===== src/rtl/enc8to3_rr_if.sv =====
// Handshake bundle between the round-robin encoder and its consumer.
// The master side is the encoder, which issues indices. The slave side requests and accepts them.
interface enc8to3_rr_if;
    logic       en;
    logic [7:0] req;
    logic [2:0] out;
    logic       out_valid;
    logic       out_ready;
    logic [7:0] pending;
    logic       busy;

    modport master (
        input  en,
        input  req,
        input  out_ready,
        output out,
        output out_valid,
        output pending,
        output busy
    );

    modport slave (
        output en,
        output req,
        output out_ready,
        input  out,
        input  out_valid,
        input  pending,
        input  busy
    );
endinterface


===== src/rtl/enc8to3_rr.sv =====
// Registered 8:3 round-robin encoder. It latches request pulses and issues them one at a time as 3-bit indices.
// Each issued index is delivered over a valid/ready handshake.
module enc8to3_rr (
    input  logic        clk,
    input  logic        rst_n,
    enc8to3_rr_if.master bus
);
    logic [7:0] pending_reg, pending_next;
    logic [2:0] out_reg, out_next;
    logic       out_valid_reg, out_valid_next;
    logic [2:0] ptr_reg, ptr_next;

    logic [7:0] rotated;
    logic [2:0] offset;
    logic [2:0] sel_idx;
    logic       free;
    logic       issue;

    // rotated[gi] is the pending bit gi positions past the pointer, so the lowest set bit wins.
    generate
        for (genvar gi = 0; gi < 8; gi++) begin : g_rot
            assign rotated[gi] = pending_reg[3'(ptr_reg + 3'(gi))];
        end
    endgenerate

    always_comb begin
        offset = 3'd0;
        for (int k = 7; k >= 0; k--) begin
            if (rotated[k]) begin
                offset = 3'(k);
            end
        end
    end

    assign sel_idx = ptr_reg + offset;
    assign free    = !out_valid_reg || bus.out_ready;
    assign issue   = bus.en && free && (pending_reg != 8'd0);

    always_comb begin
        pending_next   = pending_reg;
        out_next       = out_reg;
        out_valid_next = out_valid_reg;
        ptr_next       = ptr_reg;
        if (issue) begin
            pending_next[sel_idx] = 1'b0;
            out_next              = sel_idx;
            out_valid_next        = 1'b1;
            ptr_next              = sel_idx + 3'd1;
        end else if (free) begin
            out_valid_next = 1'b0;
        end
        // Set is applied after clear, so a request that arrives on its own issue cycle is kept.
        if (bus.en) begin
            pending_next = pending_next | bus.req;
        end
    end

    always_ff @(posedge clk) begin
        if (!rst_n) begin
            pending_reg   <= 8'd0;
            out_reg       <= 3'd0;
            out_valid_reg <= 1'b0;
            ptr_reg       <= 3'd0;
        end else begin
            pending_reg   <= pending_next;
            out_reg       <= out_next;
            out_valid_reg <= out_valid_next;
            ptr_reg       <= ptr_next;
        end
    end

    assign bus.out       = out_reg;
    assign bus.out_valid = out_valid_reg;
    assign bus.pending   = pending_reg;
    assign bus.busy      = (pending_reg != 8'd0) || out_valid_reg;
endmodule


===== src/flat_wrapper.sv =====
// flat-port wrapper written by rule: the top's interface ports become plain ports
module enc8to3_rr_flat 
  (clk, rst_n, bus_en, bus_req, bus_out_ready, bus_out, bus_out_valid, bus_pending, bus_busy);
  enc8to3_rr_if bus_i ();
  input  logic clk;
  input  logic rst_n;
  input wire logic [$bits(bus_i.en)-1:0] bus_en;
  input wire logic [$bits(bus_i.req)-1:0] bus_req;
  input wire logic [$bits(bus_i.out_ready)-1:0] bus_out_ready;
  output wire logic [$bits(bus_i.out)-1:0] bus_out;
  output wire logic [$bits(bus_i.out_valid)-1:0] bus_out_valid;
  output wire logic [$bits(bus_i.pending)-1:0] bus_pending;
  output wire logic [$bits(bus_i.busy)-1:0] bus_busy;
  assign bus_i.en = bus_en;
  assign bus_i.req = bus_req;
  assign bus_i.out_ready = bus_out_ready;
  assign bus_out = bus_i.out;
  assign bus_out_valid = bus_i.out_valid;
  assign bus_pending = bus_i.pending;
  assign bus_busy = bus_i.busy;
  enc8to3_rr u_core (.clk(clk), .rst_n(rst_n), .bus(bus_i));
endmodule

===== config.mk =====
export PLATFORM = sky130hd
export DESIGN_NAME = enc8to3_rr_flat
export DESIGN_NICKNAME = d
export VERILOG_FILES = /design/src/rtl/enc8to3_rr_if.sv /design/src/rtl/enc8to3_rr.sv /design/src/flat_wrapper.sv
export SDC_FILE = /design/constraint.sdc
export NUM_CORES = 1
export LEC_CHECK = 0
export BUFFER_PORTS_ARGS = -buffer_cell sky130_fd_sc_hd__buf_2
export CAP_MARGIN = 20
export CORE_MARGIN = 3
export CORE_UTILIZATION = 43
export CTS_BUF_LIST = sky130_fd_sc_hd__clkbuf_8
export DETAILED_ROUTE_END_ITERATION = 6
export PLACE_DENSITY = 0.71
export SYNTH_ARGS = -nofsm -noshare
export SYNTH_HDL_FRONTEND = slang
export SYNTH_SLANG_ARGS = --single-unit

===== constraint.sdc =====
create_clock -name clk -period 7.2 [get_ports clk]
set_input_delay 0.36 -clock clk [delete_from_list [all_inputs] [get_ports clk]]
set_output_delay 0.36 -clock clk [all_outputs]
set_load 0.05 [all_outputs]

# After elaboration in Yosys (flattened, before gate mapping)
# Cells that the tools add are included.
# Widths: inputs -> output; s select.
[op_classes]
add_sub_neg = 9
multipliers = 0
div = 0
order_cmp = 10
eq_ne = 0
shift = 0
mux = 30
bitwise_logic = 3
reduce_logical = 8
[op_table]
columns = ["cell", "count"]
rows = [
  ["$lt 3x4->1 const B", 9],
  ["$bmux 1 s3", 8],
  ["$mux 3", 8],
  ["$mux 8", 2],
  ["$add 3x3->3 const B", 4],
  ["$mux 1", 11],
  ["$and 8x8->8", 1],
  ["$not 8->8", 1],
  ["$or 8x8->8", 1],
  ["$reduce_bool 8->1", 1],
  ["$add 3x1->3 const B", 2],
  ["$add 3x2->3 const B", 2],
  ["$add 3x3->3", 1],
  ["$demux 1 s3", 1],
  ["$ge 3x1->1 const B", 1],
  ["$logic_and 1x1->1", 3],
  ["$logic_or 1x1->1", 2],
  ["$reduce_bool 2->1", 1],
  ["$logic_not 1->1", 1],
]
[totals]
regBits = 15
latch_bits = 0
ramBits = 0
romBits = 0
in_bits = 12
elab_cells = 64
n_memories = 0

# Depth between registers and ports, before layout
# Gate-level depths: netlist of the first run.
[logic_depth]
depth_word = 21
mapped_depth = 21

# Worst setup path after synthesis of the first run
# Ideal clock, no wire load.
[synth_path]
path_kind = "register to register"
startpoint = "register u_core.ptr_reg[0]"
endpoint = "register u_core.ptr_reg[2]"
setup_ps = 115
t_arrival_ps = 4519
setup_slack_ps = 2566
path_stages_with_launch = 22
n_path_buf = 4
period_less_slack_ps = 4634
cell_sequence = "dfxtp_1 -> buf_6 -> dlygate4sd1_1 -> clkinv_1 -> ha_1 -> buf_2 -> mux2_2 -> mux2i_1 -> mux2_2 -> a221oi_1 -> o21ai_0 -> a221oi_1 -> ha_1 -> inv_1 -> fa_1 -> clkbuf_1 -> inv_1 -> ha_1 -> xnor2_1 -> a211o_1 -> and3_1 -> o21a_1"
[synth_via]
elab_chain_cells = 13
elab_cells_between_ends = 33
cone_classes = "9 x add/sub; 24 x mux"
[synth_lines]
columns = ["element", "line_no", "rtl"]
rows = [
  ["start: declaration", "enc8to3_rr.sv:11", "logic [2:0] ptr_reg, ptr_next;"],
  ["start signal: assignment", "enc8to3_rr.sv:68", "ptr_reg <= ptr_next;"],
  ["$add 3x3->3", "enc8to3_rr.sv:22", "assign rotated[gi] = pending_reg[3'(ptr_reg + 3'(gi))];"],
  ["$bmux 1 s3", "enc8to3_rr.sv:22", ""],
  ["$mux 1 (not written as such)", "enc8to3_rr.sv:22", ""],
  ["$mux 3 (8 in series)", "enc8to3_rr.sv:29", "if (rotated[k]) begin"],
  ["$add 3x3->3 (*)", "enc8to3_rr.sv:35", "assign sel_idx = ptr_reg + offset;"],
  ["named net u_core.sel_idx[1]", "enc8to3_rr.sv:15", "logic [2:0] sel_idx;"],
  ["$add 3x1->3 (*)", "enc8to3_rr.sv:48", "ptr_next = sel_idx + 3'd1;"],
]
# Mark *: on every way through the listed nets, which the timed path passes. The rest lies on a longest branch. The select of a mux whose other input is x is not followed.
# A chain may end at the register's enable or synchronous reset.

# Worst setup path in the final report of the first run
# Ends and elaborated chain as after synthesis.

==> results of run 1 <==
[cells in the mapped netlist (all sizes together) (2+ instances only)]
library cell,count
a21oi,20
dfxtp,15
nor2,12
nand2,10
mux2,9
mux4,8
buf,6
inv,6
a311oi,4
ha,4
mux2i,4
nand3,4
o21a,4
o21ai,4
xnor2,4
clkbuf,3
nor3,3
nor4,3
a221oi,2
and2,2
clkinv,2
nand2b,2
o31ai,2
or3,2
xor2,2
[worst max-delay path: stages (launching register included)]
cell	delay [ps]
dfxtp_1	740
clkinv_1	340
ha_1	490
mux2_2	310
mux2i_1	90
mux2_2	270
a221oi_1	300
o21ai_0	140
a221oi_1	290
ha_1	200
inv_1	50
fa_1	640
inv_1	120
ha_1	200
xnor2_1	140
a211o_1	290
and3_1	170
o21a_1	170
[logic make-up after synthesis]
family                     share of synthesized area, %
AOI/OAI and AO/OA                                  22.7
xor gates and xnor gates                           4.38
adders and majority gates                          5.11
buffers and inverters                              6.30
DFF                                                21.9
muxes                                              24.0
and+or+nand+nor                                    15.5
[routing by layer]
layer / vias up / share of wire [%] / GRT usage [%]
met3: 4 / 4.5 / 1.80
met4: 0 / 0.75 / 4.96
met5: - / 0 / 0
met2: 34 / 51 / 30.6
li1: 630 / - / -
met1: 613 / 44 / 22.1
[cell type report]
class / count / area, µm²
Sequential cell: 15 / 300
Timing Repair Buffer: 24 / 120
Clock inverter: 1 / 3.75
Multi-Input combinational cell: 121 / 983
Tap cell: 42 / 52.6
Inverter: 8 / 30.0
Fill cell: 300 / 1370
Clock buffer: 3 / 41.3
[metrics by stage]
stage                     std cells  instance area (µm²)  setup WS [ps]  util (%)  hold WS (ps)
after global placement          210                 1490           2510      51.3           472
after floorplan                 154                 1370           2570         -           478
after global routing            214                 1530           1800      52.8           396
final                           214                 1530           2140      52.8           366
after detailed placement        210                 1490           2210      51.3           491
after CTS                       214                 1530           2200      52.8           363
[worst max path at each step]
stage / start / to / slack, ps / cells past startpoint
final: u_core.ptr_reg[0] / u_core.ptr_reg[2] / 2140 / 17
after global routing: u_core.ptr_reg[0] / u_core.ptr_reg[2] / 1800 / 17
after CTS: u_core.ptr_reg[0] / u_core.ptr_reg[2] / 2200 / 17
after detailed placement: u_core.ptr_reg[0] / u_core.ptr_reg[2] / 2210 / 17
after floorplan: u_core.ptr_reg[0] / u_core.ptr_reg[2] / 2570 / 21
after global placement: u_core.ptr_reg[0] / u_core.ptr_reg[2] / 2510 / 17
==> impl_metrics.toml, run 1 <==
[drt]
ant_nets = 0
wl_per_cell_um = 15.6
drt_iter0_markers = 105
via_count = 1281
drt_pass1_iterations = 4
drcViolationCount = 0
vias_per_cell = 5.99
wl_um = 3350

[placed_design]
gp_congestion = 0.906
place_hpwl_um = 2570
place.port_buffers = 24

[clock_tree]
cts_resized = 0
clk_pin_slew_worst_paths_ps = 50
clock-sinks = 15
insertion_delay_ps = 240
cts-root-buf = "clkbuf_8"
cts_hold_buf = 0
cts_max_level = 1
cts_made_buffers = 3
cts_tree = "yes"
post_cts_buffers = 0
clock_path_buffers = 2

[cells_and_area]
largest_register_ffs = 8
layout_common_cells = "24 x buf_2, 20 x a21oi_1, 15 x dfxtp_1, 12 x nor2_1, 10 x nand2_1"
num_antenna_cells = 0
drive_gt1_share_pct = 24.4
final_nets = 190
areaGrowthSynthToFinish_pct = 11.8
final_common_cell = "buf_2"

[worst_setup_path]
crit_path_max_fanout = 16
cp_data_required_time_ps = 7340
end_kind = "register"
reg2reg_slack_ps = 2140
crit_arrival_ps = 5200
crit_type = "register to register"
rr_worst_depth = 17
reg2reg_to = "u_core.ptr_reg[2]"
startpoint_type = "register"
r2r_start = "u_core.ptr_reg[0]"

[floorplanning]
start_util_pct = 47.2
die_width_um = 62.4
top_level_ports = 25
fp.dieArea_um2 = 3900
core-area_um2 = 2900
rows = 19
die_h_um = 62.4

[synth]
synth_top_area_share_pct = 21.9
ys_warn_count = 0
netlist_top_cells_area = "dfxtp_1 22%, mux4_2 12%, a21oi_1 7.3%"
synthCells = 154
synth-edff-count = 0
ys_dominant_reg_cell = "dfxtp_1"
syn_nets = 171
ys_ff_latch = 15
syn_area_per_cell_um2 = 8.90
syn_area_um2 = 1370
yosysUniqueCellTypes = 50
postSynth.asyncResetShare_pct = 0
yosysTopAreaCell = "dfxtp_1"
ys_seq_area_share_pct = 21.9

[sta]
setup_viol = 0
finalCritPeriodShare_pct = 70.3
worst_pin_slew_ps = 698
fmax_mhz = 197
maxSlewHeadroom_pct = 53.4
drv_slew = 0
fin_crit_ps = 5060
hold_viol_final = 0
rsz0062_at_grt = "no"
timing.setup.tns_ps = 0
skew_ps = 0.822

[hold_path]
hp-class = "input pin to register"
worstHoldStart = "rst_n"
hold_depth = 2
hold_path_end = "u_core.ptr_reg[2]"

[global_routing]
grt_pass1_vias = 1233
grt_pass1_wl_um = 5580
grt.total_usage_pct = 17.3
grt_antenna_before_repair = 0
grt_max_degree = 19
grt_overflow_total = 0

[job]
cap_violations = 0

[run_status]
outcome = "complete, no violations"
Power of run 1 is not shown: default switching activity piles up to over one toggle a cycle in this logic, so the estimate is an artifact.
==> run 2: changes to the inputs <==
==> constraint.sdc (replaced) <==
create_clock -name clk -period 5 [get_ports clk]
set_input_delay 0.25 -clock clk [delete_from_list [all_inputs] [get_ports clk]]
set_output_delay 0.25 -clock clk [all_outputs]
set_load 0.05 [all_outputs]
==> run 2 against run 1 <==
  * Maximum frequency up 16%
  * Global-route usage up 1.5 points
  * Die area is the same
  * Hold slack lost 79 ps
  * Non-clock buffer count up 3
  * Count of clock-buffer cells in the layout unchanged
  * Highest routed layer unchanged
  * Sequential share of layout area decreased by 0.28 points
  * Critical path depth unchanged
  * Cell area increased by 1.5%
  * Critical endpoint unchanged
  * Sequential cell count unchanged
  * Utilization increased by 0.78 points
==> impl_metrics.toml, run 2 (synthesis results as in run 1) <==
[run_status]
outcome = "complete, no violations"

[sta]
hold_viol_final = 0
maxSlewHeadroom_pct = 65.0
worst_pin_slew_ps = 523
rsz0062_at_grt = "no"
fin_crit_ps = 4370
timing.setup.tns_ps = 0
skew_ps = 2.70
finalCritPeriodShare_pct = 87.4
whs_ps = 287
setup_viol = 0
fmax_mhz = 229
drv_slew = 0

[cells_and_area]
n_fill_cell = 281
num_antenna_cells = 0
final_nets = 193
areaGrowthSynthToFinish_pct = 13.4
drive_gt1_share_pct = 25.7
layout_common_cells = "24 x buf_2, 20 x a21oi_1, 15 x dfxtp_1, 12 x nor2_1, 10 x nand2_1"
final_common_cell = "buf_2"
largest_register_ffs = 8

[worst_setup_path]
path_cells = "clkinv_1 > ha_1 > mux2_1 > mux2i_1 > mux2_2 > a221oi_1 > o21ai_0 > a221oi_1 > ha_1 > inv_1 > fa_1 > inv_1 > ha_1 > xnor2_1 > a211o_1 > and3_1 > o21a_1"
crit_family = "adder cells"
rr_worst_depth = 17
end_kind = "register"
cpMaxStageDelayCell = "fa_1"
reg2reg_to = "u_core.ptr_reg[2]"
crit_arrival_ps = 4510
crit_path_max_fanout = 8
crit_buf_inv = 3
crit_type = "register to register"
reg2reg_slack_ps = 630
cp_common_cell = "ha_1"
cp_data_required_time_ps = 5140
r2r_start = "u_core.ptr_reg[0]"
critPathMaxStageDelay_ps = 650
startpoint_type = "register"

[clock_tree]
clock-sinks = 15
cts_hold_buf = 0
clk_pin_slew_worst_paths_ps = 60
insertion_delay_ps = 240
clock_path_buffers = 2
cts_max_level = 1
cts_resized = 0
cts-root-buf = "clkbuf_8"
post_cts_buffers = 0
cts_tree = "yes"
cts_made_buffers = 3

[global_routing]
grt_max_degree = 19
grt_pass1_vias = 1294
grt_overflow_total = 0
grt_antenna_before_repair = 0
grt.total_usage_pct = 18.8
grt_pass1_wl_um = 6060

[placed_design]
gp_congestion = 0.866
place_hpwl_um = 2750
place.port_buffers = 24

[floorplanning]
top_level_ports = 25
start_util_pct = 47.2
fp.dieArea_um2 = 3900
die_h_um = 62.4
rows = 19
die_width_um = 62.4
core-area_um2 = 2900

[drt]
drt_iter0_markers = 86
ant_nets = 0
via_count = 1301
drt_pass1_iterations = 4
drcViolationCount = 0
vias_per_cell = 6.00
wl_um = 3580
wl_per_cell_um = 16.5

[hold_path]
worstHoldStart = "rst_n"
hold_depth = 3
hp-class = "input pin to register"
hold_path_end = "u_core.bus.out[2]"

[job]
cap_violations = 0
==> run 2: cell count changes in the layout (fill, tap and decap cells not counted), sizes merged <==
cell	change
buf	+3
==> run 2: worst max path at each step <==
stage / startpoint / to / slack, ps / cells past startpoint
global route: u_core.ptr_reg[0] / u_core.ptr_reg[2] / 380 / 17
floorplan: u_core.ptr_reg[0] / u_core.ptr_reg[2] / 370 / 21
finish: u_core.ptr_reg[0] / u_core.ptr_reg[2] / 630 / 17
CTS: u_core.ptr_reg[0] / u_core.ptr_reg[2] / 610 / 17
detailed placement: u_core.ptr_reg[0] / u_core.ptr_reg[2] / 640 / 17
global placement: u_core.ptr_reg[0] / u_core.ptr_reg[2] / 840 / 17
==> run 2: through the flow <==
| step | std cells | utilization (%) | area (µm²) | worst slack (ps) |
|---|---|---|---|---|
| 2_1_floorplan | 154 | - | 1370 | 366 |
| 3_3_place_gp | 213 | 52.0 | 1510 | 843 |
| 3_5_place_dp | 213 | 52.0 | 1510 | 641 |
| 4_1_cts | 217 | 53.6 | 1550 | 605 |
| 5_1_grt | 217 | 53.6 | 1550 | 380 |
| 6_report | 217 | 53.6 | 1550 | 630 |
==> run 2: metal layers <==
metal / vias up / wire length, µm / part of all wire [%] / global-route usage [%]
met5: - / 0 / 0 / 0
met1: 631 / 1590 / 45 / 23.5
li1: 626 / - / - / -
met3: 10 / 115 / 3.2 / 2.88
met2: 34 / 1790 / 50 / 32.8
met4: 0 / 79 / 2.2 / 6.34
==> run 2: area by class of cell <==
cell class | instances | area (µm²) | area share [%]
clock inverter | 1 | 3.75 | 0.242
sequential | 15 | 300 | 19.3
clock buffer | 3 | 41.3 | 2.66
tap | 42 | 52.6 | 3.38
multi-input combinational | 121 | 983 | 63.3
inverter | 8 | 30.0 | 1.93
timing repair buffer | 27 | 143 | 9.18
==> run 2: worst register-to-register path, stage by stage, from the launching register on <==
cell	delay (ps)
dfxtp_1	340
clkinv_1	150
ha_1	450
mux2_1	300
mux2i_1	100
mux2_2	270
a221oi_1	250
o21ai_0	120
a221oi_1	280
ha_1	200
inv_1	40
fa_1	650
inv_1	140
ha_1	210
xnor2_1	140
a211o_1	290
and3_1	170
o21a_1	190
Power of run 2 is left out for the same reason.
==> run 3: changes to the inputs <==
--- a/config.mk
+++ b/config.mk
@@ -5,13 +5,14 @@
 export SDC_FILE = /design/constraint.sdc
 export NUM_CORES = 1
 export LEC_CHECK = 0
+export ABC_AREA = 1
 export BUFFER_PORTS_ARGS = -buffer_cell sky130_fd_sc_hd__buf_2
 export CAP_MARGIN = 20
 export CORE_MARGIN = 3
 export CORE_UTILIZATION = 43
 export CTS_BUF_LIST = sky130_fd_sc_hd__clkbuf_8
 export DETAILED_ROUTE_END_ITERATION = 6
-export PLACE_DENSITY = 0.71
+export PLACE_DENSITY = 0.72
 export SYNTH_ARGS = -nofsm -noshare
 export SYNTH_HDL_FRONTEND = slang
 export SYNTH_SLANG_ARGS = --single-unit
==> run 3 against run 2 <==
  * Routed wire length down 16%
  * Die area down 7.9%
  * Critical path depth unchanged
  * Sequential share of layout area up 1.9 points
  * Area after synthesis down 8.7%
  * Via count up 0.38%
  * Register-to-register slack better by 670 ps
  * First-iteration DRC count down 30%
  * Non-clock buffer count down 3
  * Worst setup slack better by 670 ps
  * Clock skew up 0.80 ps
  * Critical endpoint is now u_core.ptr_reg[1]
  * Highest routed layer unchanged
==> impl_metrics.toml, run 3 <==
[worst_setup_path]
end_kind = "register"
crit_type = "register to register"
crit_arrival_ps = 3830
crit_path_max_fanout = 11
rr_worst_depth = 17
cp-startpoint = "u_core.ptr_reg[0]"
reg2reg_slack_ps = 1300
cp_data_required_time_ps = 5130
crit_end = "u_core.ptr_reg[1]"
startpoint_type = "register"
reg2reg_to = "u_core.ptr_reg[1]"
r2r_start = "u_core.ptr_reg[0]"

[synth]
ys_warn_count = 0
ys_seq_area_share_pct = 24.0
yosysTopAreaCell = "dfxtp_1"
postSynth.asyncResetShare_pct = 0
yosysUniqueCellTypes = 32
synth_top_area_share_pct = 24.0
syn_area_um2 = 1250
ys_ff_latch = 15
syn_nets = 203
synth-edff-count = 0
ys_dominant_reg_cell = "dfxtp_1"
yosys-top-cells-count = "56 x nand2_1, 26 x nand3_1, 15 x dfxtp_1"
syn_area_per_cell_um2 = 6.73
netlist_top_cells_area = "dfxtp_1 24%, nand2_1 17%, nand3_1 10%"
synthCells = 186
yosysMostFrequentCell = "nand2_1"

[floorplanning]
rows = 18
die_width_um = 59.9
start_util_pct = 47.9
top_level_ports = 25
die_h_um = 59.9
core-area_um2 = 2610
fp.dieArea_um2 = 3590

[pwr]
netSwitchingPower_mw = 0.688
ir_worst_vdd_mv = 0.548
combPwrFrac_pct = 74.7
p_total_mw = 1.19
p_sw_share_pct = 58.0
leakagePower_nw = 0.686
p_int_mw = 0.498
p_per_area_nw_per_um2 = 837
power_frac_clock_pct = 8.3
sequentialPowerShare_pct = 17.0

[clock_tree]
cts-root-buf = "clkbuf_8"
clock-sinks = 15
insertion_delay_ps = 250
cts_tree = "yes"
cts_made_buffers = 3
clock_path_buffers = 2
cts_max_level = 1
clk_pin_slew_worst_paths_ps = 60
cts_resized = 0
cts_hold_buf = 0
post_cts_buffers = 0

[sta]
finalCritPeriodShare_pct = 74.0
worst_pin_slew_ps = 491
drv_slew = 0
fmax_mhz = 270
setup_viol = 0
rsz0062_at_grt = "no"
hold_viol_final = 0
timing.setup.tns_ps = 0
fin_crit_ps = 3700
maxSlewHeadroom_pct = 67.2
skew_ps = 3.50

[drt]
wl_met3_um = 161
wl_met2_um = 1420
wl_met1_um = 1350
drt_pass1_iterations = 4
top_layer = "met4"
drt_iter0_markers = 60
ant_nets = 0
via_count = 1306
vias_per_cell = 5.46
wl_um = 2990
wl_per_cell_um = 12.5
drcViolationCount = 0

[global_routing]
grt_antenna_before_repair = 0
grt_pass1_vias = 1177
grt.total_usage_pct = 18.2
grt_max_degree = 12
grt_pass1_wl_um = 5090
grt_overflow_total = 0

[cells_and_area]
drive_gt1_share_pct = 27.8
areaGrowthSynthToFinish_pct = 13.2
largest_register_ffs = 8
num_antenna_cells = 0
final_nets = 227
layout_common_cells = "56 x nand2_1, 26 x nand3_1, 24 x buf_2, 15 x dfxtp_1"
final_common_cell = "nand2_1"
n_fill_cell = 279

[run_status]
outcome = "complete, no violations"

[placed_design]
gp_congestion = 0.921
place.port_buffers = 24
place_hpwl_um = 2370

[job]
cap_violations = 0

[hold_path]
hp-class = "input pin to register"
run 3: cell types whose count changed after synthesis, moves of 4 or more:
cell	delta
inv_1	+5
a21oi_1	-12
a21oi_2	+4
nand3_2	+4
a311oi_1	-4
nand3_1	+22
mux4_2	-7
mux2i_1	-4
o21a_1	-4
nand2_2	+11
mux2_1	-5
nand2_1	+46
run 3: critical path, stage by stage, from the launching register on:
cell and delay, ps:
dfxtp_1 630, inv_8 100, ha_1 400, inv_1 110, nand3_1 120, nand3_1 90
nand2_1 110, a31oi_1 80, o21ai_0 150, nand2_1 60, a21boi_0 200, ha_1 180
inv_1 50, fa_1 620, inv_1 150, ha_1 290, o21ai_0 190, a21oi_1 60
run 3: power by group through the flow:
stage | Combinational, mW | Clock [mW] | Sequential (mW)
2_1_floorplan | 0.693 | 0 | 0.236
3_3_place_gp | 0.866 | 0 | 0.203
3_5_place_dp | 0.870 | 0 | 0.203
4_1_cts | 0.878 | 0.0998 | 0.201
5_1_grt | 0.986 | 0.107 | 0.208
6_report | 0.886 | 0.0989 | 0.202
run 3: logic make-up after synthesis:
kind of cell,Yosys count,share of synthesized area (%)
AO/OA/AOI/OAI,21,10.3
XOR/XNOR,5,3.50
adder cells (fa/ha/maj),5,5.60
buffers and inverters,20,8.20
flip-flops,15,24.0
AND/OR/NAND/NOR,120,48.4
run 3: layout make-up:
cell class	instances	area (µm²)	area share, %
Multi-Input combinational cell	151	848	59.9
Sequential cell	15	300	21.2
Timing Repair Buffer	24	120	8.48
Inverter	15	63.8	4.51
Clock buffer	3	41.3	2.92
Tap cell	30	37.5	2.65
Clock inverter	1	5.00	0.353
run 3: routing by layer:
| metal | global-route usage, % | vias to the layer above |
|---|---|---|
| met4 | 6.33 | 0 |
| met1 | 24.2 | 596 |
| li1 | - | 659 |
| met5 | 0 | - |
| met2 | 30.2 | 43 |
| met3 | 2.16 | 8 |
run 3: per-stage QoR:
step                      std cells  util (%)  hold WS, ps  setup WS (ps)  cell area, µm²
final                           239      54.2          247           1300            1420
after global routing            239      54.2          256           1070            1420
after CTS                       239      54.2          250           1350            1420
after detailed placement        235      52.4          503           1390            1370
after global placement          235      52.4          507           1470            1370
after floorplan                 186         -          386           1900            1250
run 3: worst min path at each step:
stage | start | to | slack, ps | cells after the start
after global placement | bus_req[7] | u_core.bus.pending[7] | 510 | 3
after floorplan | rst_n | u_core.bus.out[0] | 390 | 2
after CTS | bus_req[4] | u_core.bus.pending[4] | 250 | 3
final | bus_req[7] | u_core.bus.pending[7] | 250 | 3
after detailed placement | u_core.bus.out[0] | u_core.bus.out[0] | 500 | 2
after global routing | bus_req[5] | u_core.bus.pending[5] | 260 | 3
(Power assumes the default switching activity.)
